<file path="src/rtl/s2_cfg_pkg.sv">
// Shared definitions for the s2 configuration loader: cell layout and FSM state encoding.
package s2_cfg_pkg;

  localparam int CELL_CFG_W = 8;

  // Bit positions inside one cell configuration byte {D3,D2,D1,D0,A1,B1,A0,B0}.
  localparam int B0_POS = 0;
  localparam int A0_POS = 1;
  localparam int B1_POS = 2;
  localparam int A1_POS = 3;
  localparam int D0_POS = 4;
  localparam int D1_POS = 5;
  localparam int D2_POS = 6;
  localparam int D3_POS = 7;

  typedef enum logic [1:0] {
    S_IDLE  = 2'd0,
    S_LOAD  = 2'd1,
    S_CHECK = 2'd2,
    S_DONE  = 2'd3
  } state_t;

  typedef struct packed {
    logic [3:0] d;
    logic       a1;
    logic       b1;
    logic       a0;
    logic       b0;
  } cell_cfg_t;

endpackage

</file>
<file path="src/rtl/s2_cfg_shreg.sv">
// Left-shifting shadow register: new bits enter at the LSB, so the first bit ends up at the MSB.
module s2_cfg_shreg #(
  parameter int W = 16
) (
  input  logic         clk,
  input  logic         clr,
  input  logic         shift_en,
  input  logic         bit_in,
  output logic [W-1:0] q
);

  logic [W-1:0] q_q;
  logic [W-1:0] q_d;

  always_comb begin
    q_d = q_q;
    if (shift_en) begin
      q_d = {q_q[W-2:0], bit_in};
    end
  end

  always_ff @(posedge clk) begin
    if (clr) begin
      q_q <= '0;
    end else begin
      q_q <= q_d;
    end
  end

  assign q = q_q;

endmodule

</file>
<file path="src/rtl/s2_cfg_loader.sv">
// Serial configuration loader for NCELL s2 logic cells; the stream is committed only if it checks out.
// Optional even-parity trailer bit is enabled by defining S2_CFG_PARITY_EN.
module s2_cfg_loader
  import s2_cfg_pkg::*;
#(
  parameter int NCELL = 4
) (
  input  logic                        clk,
  input  logic                        clr,
  input  logic                        start,
  input  logic                        bit_in,
  input  logic                        bit_valid,
  output logic                        busy,
  output logic                        done,
  output logic                        err,
  output logic                        cfg_we,
  output logic [NCELL*CELL_CFG_W-1:0] cfg_out,
  output state_t                      dbg_state_o
);

  localparam int DATA_W = NCELL * CELL_CFG_W;
  localparam int CNT_W  = $clog2(DATA_W + 1);
`ifdef S2_CFG_PARITY_EN
  localparam int STREAM_W = DATA_W + 1;
`else
  localparam int STREAM_W = DATA_W;
`endif
  localparam logic [CNT_W-1:0] LAST_IDX = CNT_W'(STREAM_W - 1);
  localparam logic [CNT_W-1:0] DATA_CNT = CNT_W'(DATA_W);

  state_t              state_q;
  state_t              state_d;
  logic [CNT_W-1:0]    cnt_q;
  logic [CNT_W-1:0]    cnt_d;
  logic [DATA_W-1:0]   cfg_q;
  logic [DATA_W-1:0]   cfg_d;
  logic [DATA_W-1:0]   shadow;
  logic                accept;
  logic                last_bit;
  logic                load_entry;
  logic                shift_en;
  logic                pass;

  // A bit is consumed only on an edge where bit_valid=1 and the FSM is in LOAD;
  // there is no back-pressure, so bit_valid acts as a one-sided strobe.
  assign accept     = (state_q == S_LOAD) && bit_valid;
  assign last_bit   = accept && (cnt_q == LAST_IDX);
  assign load_entry = (state_q == S_IDLE) && start;
  assign shift_en   = accept && (cnt_q < DATA_CNT);

  s2_cfg_shreg #(
    .W(DATA_W)
  ) u_shreg (
    .clk     (clk),
    .clr     (clr | load_entry),
    .shift_en(shift_en),
    .bit_in  (bit_in),
    .q       (shadow)
  );

  always_ff @(posedge clk) begin
    if (clr) begin
      state_q <= S_IDLE;
    end else begin
      state_q <= state_d;
    end
  end

  always_comb begin
    state_d = state_q;
    case (state_q)
      S_IDLE:  if (start) state_d = S_LOAD;
      S_LOAD:  if (last_bit) state_d = S_CHECK;
      S_CHECK: state_d = S_DONE;
      S_DONE:  state_d = S_IDLE;
      default: state_d = S_IDLE;
    endcase
  end

  always_comb begin
    busy   = (state_q == S_LOAD) || (state_q == S_CHECK);
    done   = (state_q == S_DONE);
    cfg_we = (state_q == S_DONE) && !err;
  end

  // The counter holds on the final bit so it never wraps within a stream.
  always_comb begin
    cnt_d = cnt_q;
    if (load_entry) begin
      cnt_d = '0;
    end else if (accept && !last_bit) begin
      cnt_d = cnt_q + 1'b1;
    end
  end

  always_ff @(posedge clk) begin
    if (clr) begin
      cnt_q <= '0;
    end else begin
      cnt_q <= cnt_d;
    end
  end

`ifdef S2_CFG_PARITY_EN
  logic par_q;
  logic par_d;
  logic err_q;
  logic err_d;

  // Accumulating data and parity bits together leaves 0 for a well-formed even-parity stream.
  always_comb begin
    par_d = par_q;
    if (load_entry) begin
      par_d = 1'b0;
    end else if (accept) begin
      par_d = par_q ^ bit_in;
    end
  end

  assign pass = ~par_q;

  always_comb begin
    err_d = err_q;
    if (load_entry) begin
      err_d = 1'b0;
    end else if ((state_q == S_CHECK) && !pass) begin
      err_d = 1'b1;
    end
  end

  always_ff @(posedge clk) begin
    if (clr) begin
      par_q <= 1'b0;
      err_q <= 1'b0;
    end else begin
      par_q <= par_d;
      err_q <= err_d;
    end
  end

  assign err = err_q;
`else
  assign pass = 1'b1;
  assign err  = 1'b0;
`endif

  always_comb begin
    cfg_d = cfg_q;
    if ((state_q == S_CHECK) && pass) begin
      cfg_d = shadow;
    end
  end

  always_ff @(posedge clk) begin
    if (clr) begin
      cfg_q <= '0;
    end else begin
      cfg_q <= cfg_d;
    end
  end

  assign cfg_out     = cfg_q;
  assign dbg_state_o = state_q;

endmodule

</file>
<file path="config.mk">
export PLATFORM = sky130hd
export DESIGN_NAME = s2_cfg_loader
export DESIGN_NICKNAME = d
export VERILOG_FILES = /design/src/rtl/s2_cfg_pkg.sv /design/src/rtl/s2_cfg_shreg.sv /design/src/rtl/s2_cfg_loader.sv
export SDC_FILE = /design/constraint.sdc
export NUM_CORES = 1
export LEC_CHECK = 0
export CAP_MARGIN = 5
export CORE_ASPECT_RATIO = 1.75
export CORE_MARGIN = 3
export CORE_UTILIZATION = 55
export DETAILED_ROUTE_END_ITERATION = 12
export DONT_BUFFER_PORTS = 1
export PLACE_DENSITY = 0.81
export SETUP_SLACK_MARGIN = 0.5
export SLEW_MARGIN = 10
export SYNTH_ARGS = -nofsm -noshare
export SYNTH_HDL_FRONTEND = slang
export SYNTH_SLANG_ARGS = --single-unit
</file>
<file path="constraint.sdc">
create_clock -name clk -period 3.4 [get_ports clk]
set_input_delay 0.34 -clock clk [delete_from_list [all_inputs] [get_ports clk]]
set_output_delay 0.34 -clock clk [all_outputs]
set_load 0.1 [all_outputs]
</file>
==> qor.csv <==
metric;value;unit
outcome;finished, final reports clean;
buffers added on ports;0;
Sinks on Clock Net;72;
synth warn;0;
RR Endpoint;cfg_out[14];
fin cells;351;
ant diodes;0;
Setup crit end;busy;
H-tree levels;3;
filler instances;407;
#FFs+latches synth;72;
final hold violations;0;
Clock Pin Slew Worst Setup and Hold Paths;0.07;ns
Max-Cap Viols;0;
synthesized area;0.002741;mm2
share of cells above drive strength 1;0.08027;
wire length of the first global-routing pass;8445;um
RSZ-0062 raised after global routing;no;
Critical Path Sink Type;output pin;
CTS Hold Bufs;0;
share of the synthesized area in the top cell type;0.5258;
total CTS buffers;9;
Cell Pwr Density;704.4;mW/mm2
initial antenna violation count;0;
CP top delay family;adder cells;
Critical-path top delay cell;ha_1;
fin crit share;0.6856;
r2r worst-path depth;4;
min cycle time layout;2.331;ns
CP cell instances;buf_4 -> inv_1 -> ha_1;
final setup fails;0;
worst-margin pin slew;1.074;ns
critical path depth;3;
Inst Count DP;337;
Residual DRC;0;
Max IR drop VDD;0.7873;mV
syn nets;313;
most common cell after layout, fill and taps aside;dfxtp_1;
Pre-antenna DRT Iters;5;
DR vias/cell;5.496;
NumNets Final;307;
GRT Overall Usage;0.1876;
Crit Path Max Fanout;5;
Post-CTS Setup Bufs;0;
total congestion overflow;0;
io pins;43;
Worst Skew;0.005685;ns
GP Congestion;0.7208;
largest net degree at the start of global routing;39;
Clock Path Buffers;2;
clock root buffer;clkbuf_8;
Site Rows;33;
average size of a mapped cell;9.077;um2
Detail Route Antenna Nets;0;
Starting Density;0.5773;
sum of negative setup slack;0;ns
drt wl/cell;14.01;um
final-report max-slew violation count;0;
final wirelength;4918;um
area leader, netlist;dfxtp_1;
TritonCTS clock tree;built;
synthesized instance count;302;
Initial DRC Count;84;
Die Area;0.005901;mm2
worst hold path class;in -> reg;
commonest non-fill, non-tap cells in the layout;72 x dfxtp_1, 69 x nand2_1, 35 x nor2_1, 35 x mux2i_1, 34 x a21oi_1;
Leakage Power;0.0009868;uW
Setup Crit Path Kind;reg -> out;
Die X;59.37;um
vias in the first global route;1934;
area grow syn2layout;6.527;%
worst rel slew slack;0.2841;
post-synthesis sequential area ratio;0.5258;
vias;1929;
maximum clock rate;0.4290;GHz
worst r2r src;dbg_state_o[1];
slack of the worst reg-to-reg path;1.34;ns
crit path DAT;1.99;ns
clock latency at the later pin of the worst-skew pair;0.34;ns
crit path from;dbg_state_o[0];
area of the core;0.004748;mm2
Buf/Inv on CP;2;
synth unique cells;28;
die height;99.40;um
dpl hpwl;3156;um
post_cts resized;0;
synth top area cells;dfxtp_1 53%, mux2i_1 13%, nand2_1 9.4%;
CP Launch Type;flop;
CP required;3.06;ns
CP peak stage delay;0.90;ns
-- worst min path at each step --
stage / start / cells after the start / endpoint / slack, ns
6_report: clr / 1 / cfg_out[31] / 0.07
5_1_grt: clr / 1 / cfg_out[5] / 0.06
3_5_place_dp: clr / 1 / cfg_out[1] / 0.42
3_3_place_gp: clr / 1 / cfg_out[31] / 0.42
4_1_cts: clr / 1 / cfg_out[1] / 0.05
2_1_floorplan: u_shreg.q[31] / 2 / u_shreg.q[31] / 0.44
-- registers in the layout (all words and copies together) (netlist names) --
register / flops
cnt_q: 6
dbg_state_o: 2
u_shreg.q: 32
cfg_out: 32
-- metrics by stage --
step	area (um2)	setup slack, ns	total power, uW	util	hold slack, ns
final	2920	1.069	2057	0.6150	0.06943
after global routing	2920	0.9747	2146	0.6150	0.05522
after CTS	2915	1.053	2074	0.6140	0.04936
after detailed placement	2721	1.093	1420	0.5731	0.4193
after global placement	2721	1.187	1411	0.5731	0.4176
after floorplan	2741	0.6825	1378	-	0.4360
-- cell usage after synthesis --
cell       instances
dfxtp_1           72
nand2_1           69
mux2i_1           35
nor2_1            35
a21oi_1           34
buf_2              9
clkbuf_1           7
ha_1               6
inv_1              4
nand2b_1           4
buf_6              3
nand3_1            3
o21ai_0            3
a31oi_1            2
buf_4              2
nand4_1            2
a21o_1             1
a2bb2oi_2          1
a41oi_2            1
and3_1             1
conb_1             1
nor2_2             1
nor2b_2            1
o21ai_1            1
o21bai_1           1
or2_1              1
or4_1              1
xnor2_1            1
-- power by group --
part	total, uW	internal (uW)	switching [uW]
Clock	656	369	287
Sequential	866	857	8.58
Combinational	535	137	398
-- per-layer routing --
| layer | wire length, um | vias to the layer above | track usage |
|---|---|---|---|
| li1 | - | 968 | - |
| met1 | 2041 | 912 | 0.2095 |
| met2 | 2508 | 38 | 0.3033 |
| met3 | 231 | 11 | 0.05195 |
| met4 | 137 | 0 | 0.1187 |
| met5 | 0 | - | 0 |
-- area by class of cell --
class / count / area [um2] / area share
Multi-Input combinational cell: 205 / 1175 / 0.4023
Timing Repair Buffer: 4 / 30.03 / 0.01028
Sequential cell: 72 / 1441 / 0.4936
Inverter: 4 / 15.01 / 0.005141
Clock inverter: 3 / 42.54 / 0.01457
Tap cell: 52 / 65.06 / 0.02228
Clock buffer: 11 / 151.4 / 0.05184
-- cells by family after synthesis --
logic type / share of synthesized area
flops: 0.5258
buf+inv: 0.04929
mux: 0.1278
compound gates: 0.09082
xor+xnor: 0.003195
fa+ha+maj: 0.02738
other cells: 0.001368
simple gates: 0.1744
(Power assumes the default switching activity.)
